--- src/rtl/capacitive_sensor_scanner_pkg.sv ---
// Shared definitions for the capacitive pad scanner: scan FSM encoding and
// default sizing constants used by the top level and the per-pad debouncer.
package capacitive_sensor_scanner_pkg;

    typedef enum logic [2:0] {
        ST_IDLE    = 3'd0,
        ST_CHARGE  = 3'd1,
        ST_MEASURE = 3'd2,
        ST_EVAL    = 3'd3,
        ST_GAP     = 3'd4
    } scan_state_t;

    localparam int DEF_NUM_PADS = 9;
    localparam int DEF_CNT_W    = 10;
    localparam int DEF_THRESH   = 200;
    localparam int DEF_DEBOUNCE = 3;

endpackage

--- src/rtl/capacitive_sensor_scanner_debounce.sv ---
// Per-pad debouncer: counts consecutive scans whose raw reading disagrees with
// the current level, toggles the level after DEBOUNCE of them, and keeps a
// sticky hit flag raised on every 0->1 level change until the processor clears it.
module capacitive_sensor_scanner_debounce
    import capacitive_sensor_scanner_pkg::*;
#(
    parameter int DEBOUNCE = DEF_DEBOUNCE
) (
    input  logic clock,
    input  logic reset,
    input  logic eval,
    input  logic raw,
    input  logic hit_clear,
    output logic touch_level,
    output logic hit_pending
);

    // Counter only ever holds 0..DEBOUNCE-1: it is zeroed when it would reach DEBOUNCE.
    localparam int AW = (DEBOUNCE > 1) ? $clog2(DEBOUNCE) : 1;

    logic [AW-1:0] agree_cnt;
    logic          will_toggle;
    logic          rise;

    // Decide whether this scan's result completes a level change.
    always_comb begin
        will_toggle = 1'b0;
        rise        = 1'b0;
        if (eval && (raw != touch_level) && (agree_cnt == AW'(DEBOUNCE - 1))) begin
            will_toggle = 1'b1;
            rise        = ~touch_level;
        end
    end

    // Agree counter, debounced level and sticky hit flag (a new hit beats a clear).
    always_ff @(posedge clock) begin
        if (!reset) begin
            agree_cnt   <= '0;
            touch_level <= 1'b0;
            hit_pending <= 1'b0;
        end else begin
            if (eval) begin
                if (raw == touch_level) begin
                    agree_cnt <= '0;
                end else if (will_toggle) begin
                    agree_cnt   <= '0;
                    touch_level <= ~touch_level;
                end else begin
                    agree_cnt <= agree_cnt + AW'(1);
                end
            end
            if (rise) begin
                hit_pending <= 1'b1;
            end else if (hit_clear) begin
                hit_pending <= 1'b0;
            end
        end
    end

endmodule

--- src/rtl/capacitive_sensor_scanner.sv ---
// Touch-pad front end: charges the shared line, times each pad's discharge,
// evaluates the counts against THRESH and hands the results to the debouncers.
module capacitive_sensor_scanner
    import capacitive_sensor_scanner_pkg::*;
#(
    parameter int NUM_PADS      = DEF_NUM_PADS,
    parameter int CNT_W         = DEF_CNT_W,
    parameter int CHARGE_CYCLES = 64,
    parameter int TIMEOUT       = 1023,
    parameter int THRESH        = DEF_THRESH,
    parameter int DEBOUNCE      = DEF_DEBOUNCE,
    parameter int GAP_CYCLES    = 16
) (
    input  logic                      clock,
    input  logic                      reset,
    input  logic                      enable,
    input  logic [NUM_PADS-1:0]       capacitive_sensors_in,
    output logic                      capacitive_sensors_out,
    input  logic [NUM_PADS-1:0]       hit_clear,
    output logic [NUM_PADS-1:0]       touch_level,
    output logic [NUM_PADS-1:0]       hit_pending,
    output logic                      scan_done,
    output logic [NUM_PADS*CNT_W-1:0] pad_counts
);

    // One timer serves both the CHARGE and GAP phases.
    localparam int TMAX = (CHARGE_CYCLES > GAP_CYCLES) ? CHARGE_CYCLES : GAP_CYCLES;
    localparam int TW   = $clog2(TMAX + 1);

    scan_state_t         state, state_nxt;
    logic [NUM_PADS-1:0] sync_p0, sync_p1;
    logic [TW-1:0]       timer;
    logic [CNT_W-1:0]    m_cnt;
    logic [NUM_PADS-1:0] captured;
    logic [NUM_PADS-1:0] capture_now;
    logic [CNT_W-1:0]    cap_cnt [NUM_PADS];
    logic [NUM_PADS-1:0] raw;
    logic                all_done;
    logic                at_timeout;
    logic                eval;

    // Two-flop synchronizer on the asynchronous pad inputs.
    always_ff @(posedge clock) begin
        if (!reset) begin
            sync_p0 <= '0;
            sync_p1 <= '0;
        end else begin
            sync_p0 <= capacitive_sensors_in;
            sync_p1 <= sync_p0;
        end
    end

    // Capture qualifiers: first low reading of each still-open pad during MEASURE.
    always_comb begin
        capture_now = '0;
        if (state == ST_MEASURE) begin
            capture_now = ~captured & ~sync_p1;
        end
        all_done   = &(captured | capture_now);
        at_timeout = (m_cnt == CNT_W'(TIMEOUT));
        eval       = (state == ST_EVAL);
        for (int i = 0; i < NUM_PADS; i++) begin
            raw[i] = (cap_cnt[i] >= CNT_W'(THRESH));
        end
    end

    // Next-state and charge-line drive.
    always_comb begin
        state_nxt              = state;
        capacitive_sensors_out = 1'b0;
        case (state)
            ST_IDLE: begin
                if (enable) state_nxt = ST_CHARGE;
            end
            ST_CHARGE: begin
                capacitive_sensors_out = 1'b1;
                if (timer == TW'(CHARGE_CYCLES - 1)) state_nxt = ST_MEASURE;
            end
            ST_MEASURE: begin
                if (all_done || at_timeout) state_nxt = ST_EVAL;
            end
            ST_EVAL: begin
                state_nxt = ST_GAP;
            end
            ST_GAP: begin
                if (timer == TW'(GAP_CYCLES - 1)) begin
                    state_nxt = enable ? ST_CHARGE : ST_IDLE;
                end
            end
            default: state_nxt = ST_IDLE;
        endcase
    end

    // State register.
    always_ff @(posedge clock) begin
        if (!reset) begin
            state <= ST_IDLE;
        end else begin
            state <= state_nxt;
        end
    end

    // Phase timer for CHARGE/GAP and the discharge counter m for MEASURE;
    // both restart from 0 whenever their phase is (re)entered.
    always_ff @(posedge clock) begin
        if (!reset) begin
            timer <= '0;
            m_cnt <= '0;
        end else begin
            if ((state_nxt == state) && ((state == ST_CHARGE) || (state == ST_GAP))) begin
                timer <= timer + TW'(1);
            end else begin
                timer <= '0;
            end
            if ((state == ST_MEASURE) && (state_nxt == ST_MEASURE)) begin
                m_cnt <= m_cnt + CNT_W'(1);
            end else begin
                m_cnt <= '0;
            end
        end
    end

    // Per-pad capture: preload TIMEOUT during CHARGE so pads that never
    // discharge read as TIMEOUT, then latch m once on the first low reading.
    always_ff @(posedge clock) begin
        if (!reset) begin
            captured <= '0;
            for (int i = 0; i < NUM_PADS; i++) begin
                cap_cnt[i] <= '0;
            end
        end else if (state == ST_CHARGE) begin
            captured <= '0;
            for (int i = 0; i < NUM_PADS; i++) begin
                cap_cnt[i] <= CNT_W'(TIMEOUT);
            end
        end else begin
            captured <= captured | capture_now;
            for (int i = 0; i < NUM_PADS; i++) begin
                if (capture_now[i]) cap_cnt[i] <= m_cnt;
            end
        end
    end

    // Publish counts at EVAL and pulse scan_done in the following cycle.
    always_ff @(posedge clock) begin
        if (!reset) begin
            pad_counts <= '0;
            scan_done  <= 1'b0;
        end else begin
            scan_done <= eval;
            if (eval) begin
                for (int i = 0; i < NUM_PADS; i++) begin
                    pad_counts[i*CNT_W +: CNT_W] <= cap_cnt[i];
                end
            end
        end
    end

    for (genvar g = 0; g < NUM_PADS; g++) begin : g_pad
        capacitive_sensor_scanner_debounce #(
            .DEBOUNCE(DEBOUNCE)
        ) u_debounce (
            .clock       (clock),
            .reset       (reset),
            .eval        (eval),
            .raw         (raw[g]),
            .hit_clear   (hit_clear[g]),
            .touch_level (touch_level[g]),
            .hit_pending (hit_pending[g])
        );
    end

endmodule

--- config.mk ---
export PLATFORM = sky130hd
export DESIGN_NAME = capacitive_sensor_scanner
export DESIGN_NICKNAME = d
export VERILOG_FILES = /design/src/rtl/capacitive_sensor_scanner_pkg.sv /design/src/rtl/capacitive_sensor_scanner_debounce.sv /design/src/rtl/capacitive_sensor_scanner.sv
export SDC_FILE = /design/constraint.sdc
export NUM_CORES = 1
export LEC_CHECK = 0
export CAP_MARGIN = 5
export CORE_MARGIN = 2
export CORE_UTILIZATION = 28
export CTS_CLUSTER_DIAMETER = 60
export DETAILED_ROUTE_END_ITERATION = 10
export GPL_ROUTABILITY_DRIVEN = 0
export PLACE_DENSITY = 0.54
export SYNTH_ARGS = -nofsm -noshare
export SYNTH_HDL_FRONTEND = slang
export SYNTH_HIERARCHICAL = 1
export SYNTH_SLANG_ARGS = --single-unit
--- constraint.sdc ---
create_clock -name clock -period 2.3 [get_ports clock]
set_input_delay 0.46 -clock clock [delete_from_list [all_inputs] [get_ports clock]]
set_output_delay 0.46 -clock clock [all_outputs]
set_load 0.01 [all_outputs]
# Word level (Yosys, flattened, before mapping)

Memory sizes are Yosys's and may differ from the RTL's.
Index checks and enable logic that the tools add are counted.

Multiplexer cells: 119
Reductions and logical operators: 45
Magnitude comparators: 9
$add $sub $neg: 11
Bitwise logic cells: 41
Eq/ne operators: 36

Operators with widths:

| operator                                                                | count |
|---|---|
| 10-bit two-way mux                                                      | 18 |
| 10-bit by 8-bit >= comparator with 1-bit output (second input constant) | 9 |
| 1-bit two-way mux                                                       | 77 |
| 2-bit two-way mux                                                       | 18 |
| 3-bit AND reduction                                                     | 9 |
| 1-bit logical AND                                                       | 20 |
| 1-bit inverter                                                          | 19 |
| 2-bit by 1-bit adder with 2-bit output (second input constant)          | 9 |
| 2-bit equality test (second input constant)                             | 9 |
| 9-bit inverter                                                          | 2 |
| 1-bit bitwise OR                                                        | 18 |
| 2-bit nonzero test                                                      | 9 |
| 3-bit one-hot mux with 5 select lines                                   | 1 |
| 3-bit two-way mux                                                       | 4 |
| 10-bit by 1-bit adder with 10-bit output (second input constant)        | 1 |
| 10-bit equality test (second input constant)                            | 1 |
| 9-bit AND                                                               | 1 |
| 1-bit equality test                                                     | 9 |
| 3-bit by 2-bit equality test with 1-bit output (second input constant)  | 3 |
| 9-bit two-way mux                                                       | 1 |
| 1-bit inequality test                                                   | 9 |
| 9-bit bitwise OR                                                        | 1 |
| 9-bit AND reduction                                                     | 1 |
| 7-bit by 1-bit adder with 7-bit output (second input constant)          | 1 |
| 9 further kinds                                                         | 11 |

Bits in registers: 174
RAM bits: 90
Memories: 1

Memories:

| name    | depth | bits a word | read ports | clocked after memory_dff | write ports | line                            | source |
|---|---|---|---|---|---|---|---|
| cap_cnt | 9     | 10          | 9          | 0                        | 9           | capacitive_sensor_scanner.sv:36 | `logic [CNT_W-1:0] cap_cnt [NUM_PADS];` |

# Longest topological paths before layout

Gate-level depths: netlist of run 1.

Depth after elaboration: 11
Gate-level depth with buffers: 7
Depth with buffers taken out: 6

# Hierarchy

The synthesis of run 1 kept the hierarchy.

By module, submodules not included:

| module                             | cells each | sequential area each (µm²) | instances | area an instance (µm²) |
|---|---|---|---|---|
| capacitive_sensor_scanner          | 721        | 5465.2                     | 1         | 8092.8 |
| capacitive_sensor_scanner_debounce | 19         | 80.1                       | 9         | 183.9 |

# Worst setup path before layout of run 1

No wires, ideal clock.

Path type: register to register
From: reg state[0]
To: reg g_pad[0].u_debounce.touch_level
Path slack: 0.013 ns
Period minus slack after synthesis: 2.287 ns
Arrival time: 2.164 ns
Path buffers: 1
Setup time: 0.124 ns
Required time: 2.176 ns
Stages on the path, launching flop included: 7
Path through: dfxtp_1 nor2b_1 nand2_1 inv_1 clkbuf_1 nand3b_1 mux2i_1

Word-level cells in the longest chain between the ends: 5

Ends and longest elaborated chain:

| what                                               | line                                     | source |
|---|---|---|
| from (decl)                                        | capacitive_sensor_scanner.sv:30          | `scan_state_t state, state_nxt;` |
| from (signal assigned)                             | capacitive_sensor_scanner.sv:99          | `state <= state_nxt;` |
| 3-bit by 2-bit equality test with 1-bit output (*) | capacitive_sensor_scanner.sv:61          | `eval = (state == ST_EVAL);` |
| via eval                                           | capacitive_sensor_scanner.sv:40          | `logic eval;` |
| 1-bit logical AND (2 in a row)                     | capacitive_sensor_scanner_debounce.sv:29 | `if (eval && (raw != touch_level) && (agree_cnt == AW'(DEBOUNCE - 1))) begin` |
| 1-bit two-way mux                                  | capacitive_sensor_scanner_debounce.sv:29 |  |
| 3-bit AND reduction (no source line) (*)           | n/a                                      |  |
| to (signal assigned)                               | capacitive_sensor_scanner_debounce.sv:47 | `touch_level <= ~touch_level;` |
| to (decl)                                          | capacitive_sensor_scanner_debounce.sv:14 | `output logic touch_level,` |

Mark *: on every way through the listed nets, which the timed path passes. The rest lies on a longest branch.
A chain may end at the register's enable or synchronous reset.

# Worst setup path after layout of run 1

From: reg state[1]
To: reg m_cnt[9]

Word-level cells in the longest chain between the ends: 10

Ends and longest elaborated chain:

| what                                           | line                                                                                               | source |
|---|---|---|
| 3-bit by 2-bit equality test with 1-bit output | capacitive_sensor_scanner.sv:56, capacitive_sensor_scanner.sv:71, capacitive_sensor_scanner.sv:115 |  |
| 9-bit two-way mux                              | capacitive_sensor_scanner.sv:56                                                                    | `if (state == ST_MEASURE) begin` |
| 9-bit bitwise OR                               | capacitive_sensor_scanner.sv:59                                                                    | `all_done = &(captured \| capture_now);` |
| 9-bit AND reduction                            | capacitive_sensor_scanner.sv:59                                                                    |  |
| 1-bit logical OR                               | capacitive_sensor_scanner.sv:80                                                                    | `if (all_done \|\| at_timeout) state_nxt = ST_EVAL;` |
| 3-bit two-way mux                              | capacitive_sensor_scanner.sv:80                                                                    |  |
| 3-bit one-hot mux with 5 select lines          | capacitive_sensor_scanner.sv:71                                                                    | `case (state)` |
| 3-bit by 2-bit equality test with 1-bit output | capacitive_sensor_scanner.sv:115                                                                   | `if ((state == ST_MEASURE) && (state_nxt == ST_MEASURE)) begin` |
| 1-bit logical AND (*)                          | capacitive_sensor_scanner.sv:115                                                                   |  |
| 2-bit AND reduction (no source line) (*)       | n/a                                                                                                |  |
| to (signal assigned)                           | capacitive_sensor_scanner.sv:116                                                                   | `m_cnt <= m_cnt + CNT_W'(1);` |
| to (decl)                                      | capacitive_sensor_scanner.sv:33                                                                    | `logic [CNT_W-1:0] m_cnt;` |

Mark *: on every way between the ends. The rest lies on a longest branch, timed or not.

==> out/summary.txt, run 1 <==
Port bufs = 130
Peak VDD IR = 0.608 mV
Global-route wire length before repair = 37100 um
Vias in the first global route = 6631
Setup CP Type = reg -> reg
Post-CTS setup repair buffer count = 0
Global route overflow = 0
Switch share = 0.212
N_diodes = 0
Drt first-iter violations = 320
GR Layer Usage met3 = 0.0245
Hold buffers post-CTS = 0
Vias per std cell = 4.50
Synth warnings = 6
Req. time, crit path = 2.72 ns
Share of layout cells above drive strength 1 = 0.0779
Yosys top cell area share = 0.357
Mux share of post-synthesis cell area = 0.00924
Initial Util = 0.284
Area of the core = 0.0344 mm2
Largest net degree at the start of global routing = 181
Async set-reset flop share out of synthesis = 0
RSZ-0062 raised after global routing = no
PwrDens = 829 mW/mm2
Post-synthesis adder-cell area fraction = 0.00257
Final WL = 23700 um
Clk_skew = 0.0121 ns
Run status = finished clean
Final period utilization = 0.906
LEAKAGE = 4.41 nW
Critical Path Sink Type = register
Final net count = 1052
Post-Syn Area = 0.00975 mm2
Actual slew at the worst max-slew pin = 0.729 ns
Final Instance Count excl. Fillers = 1508
DR DRC count = 0
Synth cell types = 41
Final setup fails = 0
DP Wirelength = 16100 um
Synthesized flop and latch total = 264
Switching pwr = 0.00225 W
Root Buffer = clkbuf_16
Clock buffer depth = 3
Clock-pin slew on the worst setup and hold paths = 0.06 ns
Area leader, netlist = dfxtp_1
DRT antenna net count = 0
Synth Area in Compound Gates = 0.120
Internal = 0.00833 W
Max_slew headroom = 0.514
GR peak layer = met2
CTS tree = built
Logic pwr share = 0.032
Area grow syn2layout = 30.8%
Die Wd = 191 um
Max Clock Freq = 480 MHz
DR vias = 6787
Resize count post-CTS = 1
Clk sinks = 264
Crit-path max FO = 14
Most frequent cells in the layout = nand2_1, dfxtp_1, clkdlybuf4s50_1, a21boi_0, edfxtp_1
Max cap viols = 0
Hold Violations, Final = 0
Synth Area per Inst = 10.9 um2
Synth Area in Simple Gates = 0.190
TritonRoute pass-1 iters = 4
EDFF count, synth = 90
Crit path DAT = 2.51 ns
Ys flop type = dfxtp_1
H-tree depth = 1
Clk Latency, worst-skew pair = 0.54 ns
Syn_nets = 915
Die area = 0.0363 mm2
Final min period = 2.08 ns
Placed Instances = 1451
Met2 usage = 0.214
Sequential fraction of design power = 0.482
Top cells by area, synth = dfxtp_1, edfxtp_1, nand2_1
Largest family of logic cells by synthesized area = simple AND/OR/NAND/NOR gates
M1 GR Usage = 0.175
Layout Utilization = 0.371
Type of the tightest min-delay check = in -> reg
Commonest non-fill, non-tap cell in the layout = nand2_1
Antenna violations before repair = 0
Register area share after synthesis = 0.635
Die height = 191 um
GRT Util Overall = 0.130
Setup TNS = 0 ns
Num rows = 68
WL/cell = 15.7 um
Clk network pwr share = 0.486
Post-Syn Instances = 892
Startpoint types = register
Slew Viols, Final = 0
I/O Pins = 131
CTS Buf Count = 31
Post-Synth XOR/XNOR Area = 0.0198
==> cells by family after synthesis <==
| logic type | count (synthesis) |
|---|---|
| compound gates | 165 |
| xor+xnor | 22 |
| simple gates | 375 |
| fa+ha+maj | 2 |
| flops | 264 |
| mux | 9 |
| buf+inv | 55 |
==> metal layers <==
metal,wire [um],share of wire
met1,11100,0.47
met2,11000,0.46
met3,1210,0.051
met4,382,0.016
met5,0,0
==> stage by stage <==
step           hold WS, ns  worst slack [ns]  instance area (um2)  power [W]
2_1_floorplan        0.412            0.0125                 9750    0.00535
3_3_place_gp         0.415             0.313                11700    0.00555
3_5_place_dp         0.420             0.264                11700    0.00555
4_1_cts              0.255            0.0683                12800     0.0107
5_1_grt              0.273            0.0571                12800     0.0110
6_report             0.280             0.215                12800     0.0106
==> final timing paths <==
| kind | from | to | slack [ns] | cells after the start |
|---|---|---|---|---|
| max | state[1] | m_cnt[9] | 0.22 | 5 |
| min | reset | state[0] | 0.28 | 2 |
| max reg2reg | state[1] | m_cnt[9] | 0.22 | 5 |
| min reg2reg | sync_p0[4] | sync_p1[4] | 0.43 | 1 |
==> critical path, cell delays in order (launching register included) <==
cell and delay [ns]:
dfxtp_1 0.53, or4b_1 0.50, a222oi_1 0.39, nand4_1 0.19, nand4_2 0.28, nor2_1 0.08
==> power groups by stage <==
stage / logic, W / registers, W / clock network (W)
6_report: 0.000340 / 0.00510 / 0.00514
5_1_grt: 0.000375 / 0.00511 / 0.00548
4_1_cts: 0.000345 / 0.00510 / 0.00526
3_5_place_dp: 0.000345 / 0.00520 / 0
3_3_place_gp: 0.000344 / 0.00521 / 0
2_1_floorplan: 0.000206 / 0.00514 / 0
==> state kept, by name (all words and copies together) (netlist names), 3 cells and up <==
signal,cells
g_pad.u_debounce/hit_pending,9
timer,7
m_cnt,10
state,3
cap_cnt,90
pad_counts,90
captured,9
sync_p0,9
sync_p1,9
g_pad.u_debounce/touch_level,9
g_pad.u_debounce/agree_cnt,18
==> area by class of cell <==
class                   count  area (um2)
inverters                   8        32.5
fillers                  3395       21600
multi-input cells         573        3360
clock inverters            16         244
flip-flops and latches    264        6190
clock buffers              41         856
well taps                 455         569
repair buffers            151        1510
==> synth_stat cells (all sizes together) (4+ instances only) <==
cell / count
xnor2: 14
o22ai: 4
mux2i: 9
and2: 20
a21o: 10
o31ai: 11
xor2: 8
nand4b: 9
edfxtp: 90
o311ai: 9
nand3b: 46
dfxtp: 174
buf: 11
nand2: 214
a21boi: 90
nand3: 7
nor2: 44
clkbuf: 36
a21oi: 6
inv: 8
and3: 5
o21ai: 28
nor4b: 7
nand4bb: 9
No activity file was read; power rests on OpenSTA's default activity.
==> run 2: changes to the inputs <==
--- a/config.mk
+++ b/config.mk
@@ -11,6 +11,7 @@
 export CTS_CLUSTER_DIAMETER = 60
 export DETAILED_ROUTE_END_ITERATION = 10
 export GPL_ROUTABILITY_DRIVEN = 0
+export HOLD_SLACK_MARGIN = 0.08
 export PLACE_DENSITY = 0.54
 export SYNTH_ARGS = -nofsm -noshare
 export SYNTH_HDL_FRONTEND = slang
==> results of run 2 <==
The final DEF is identical to that of run 1; final timing and power are the same.
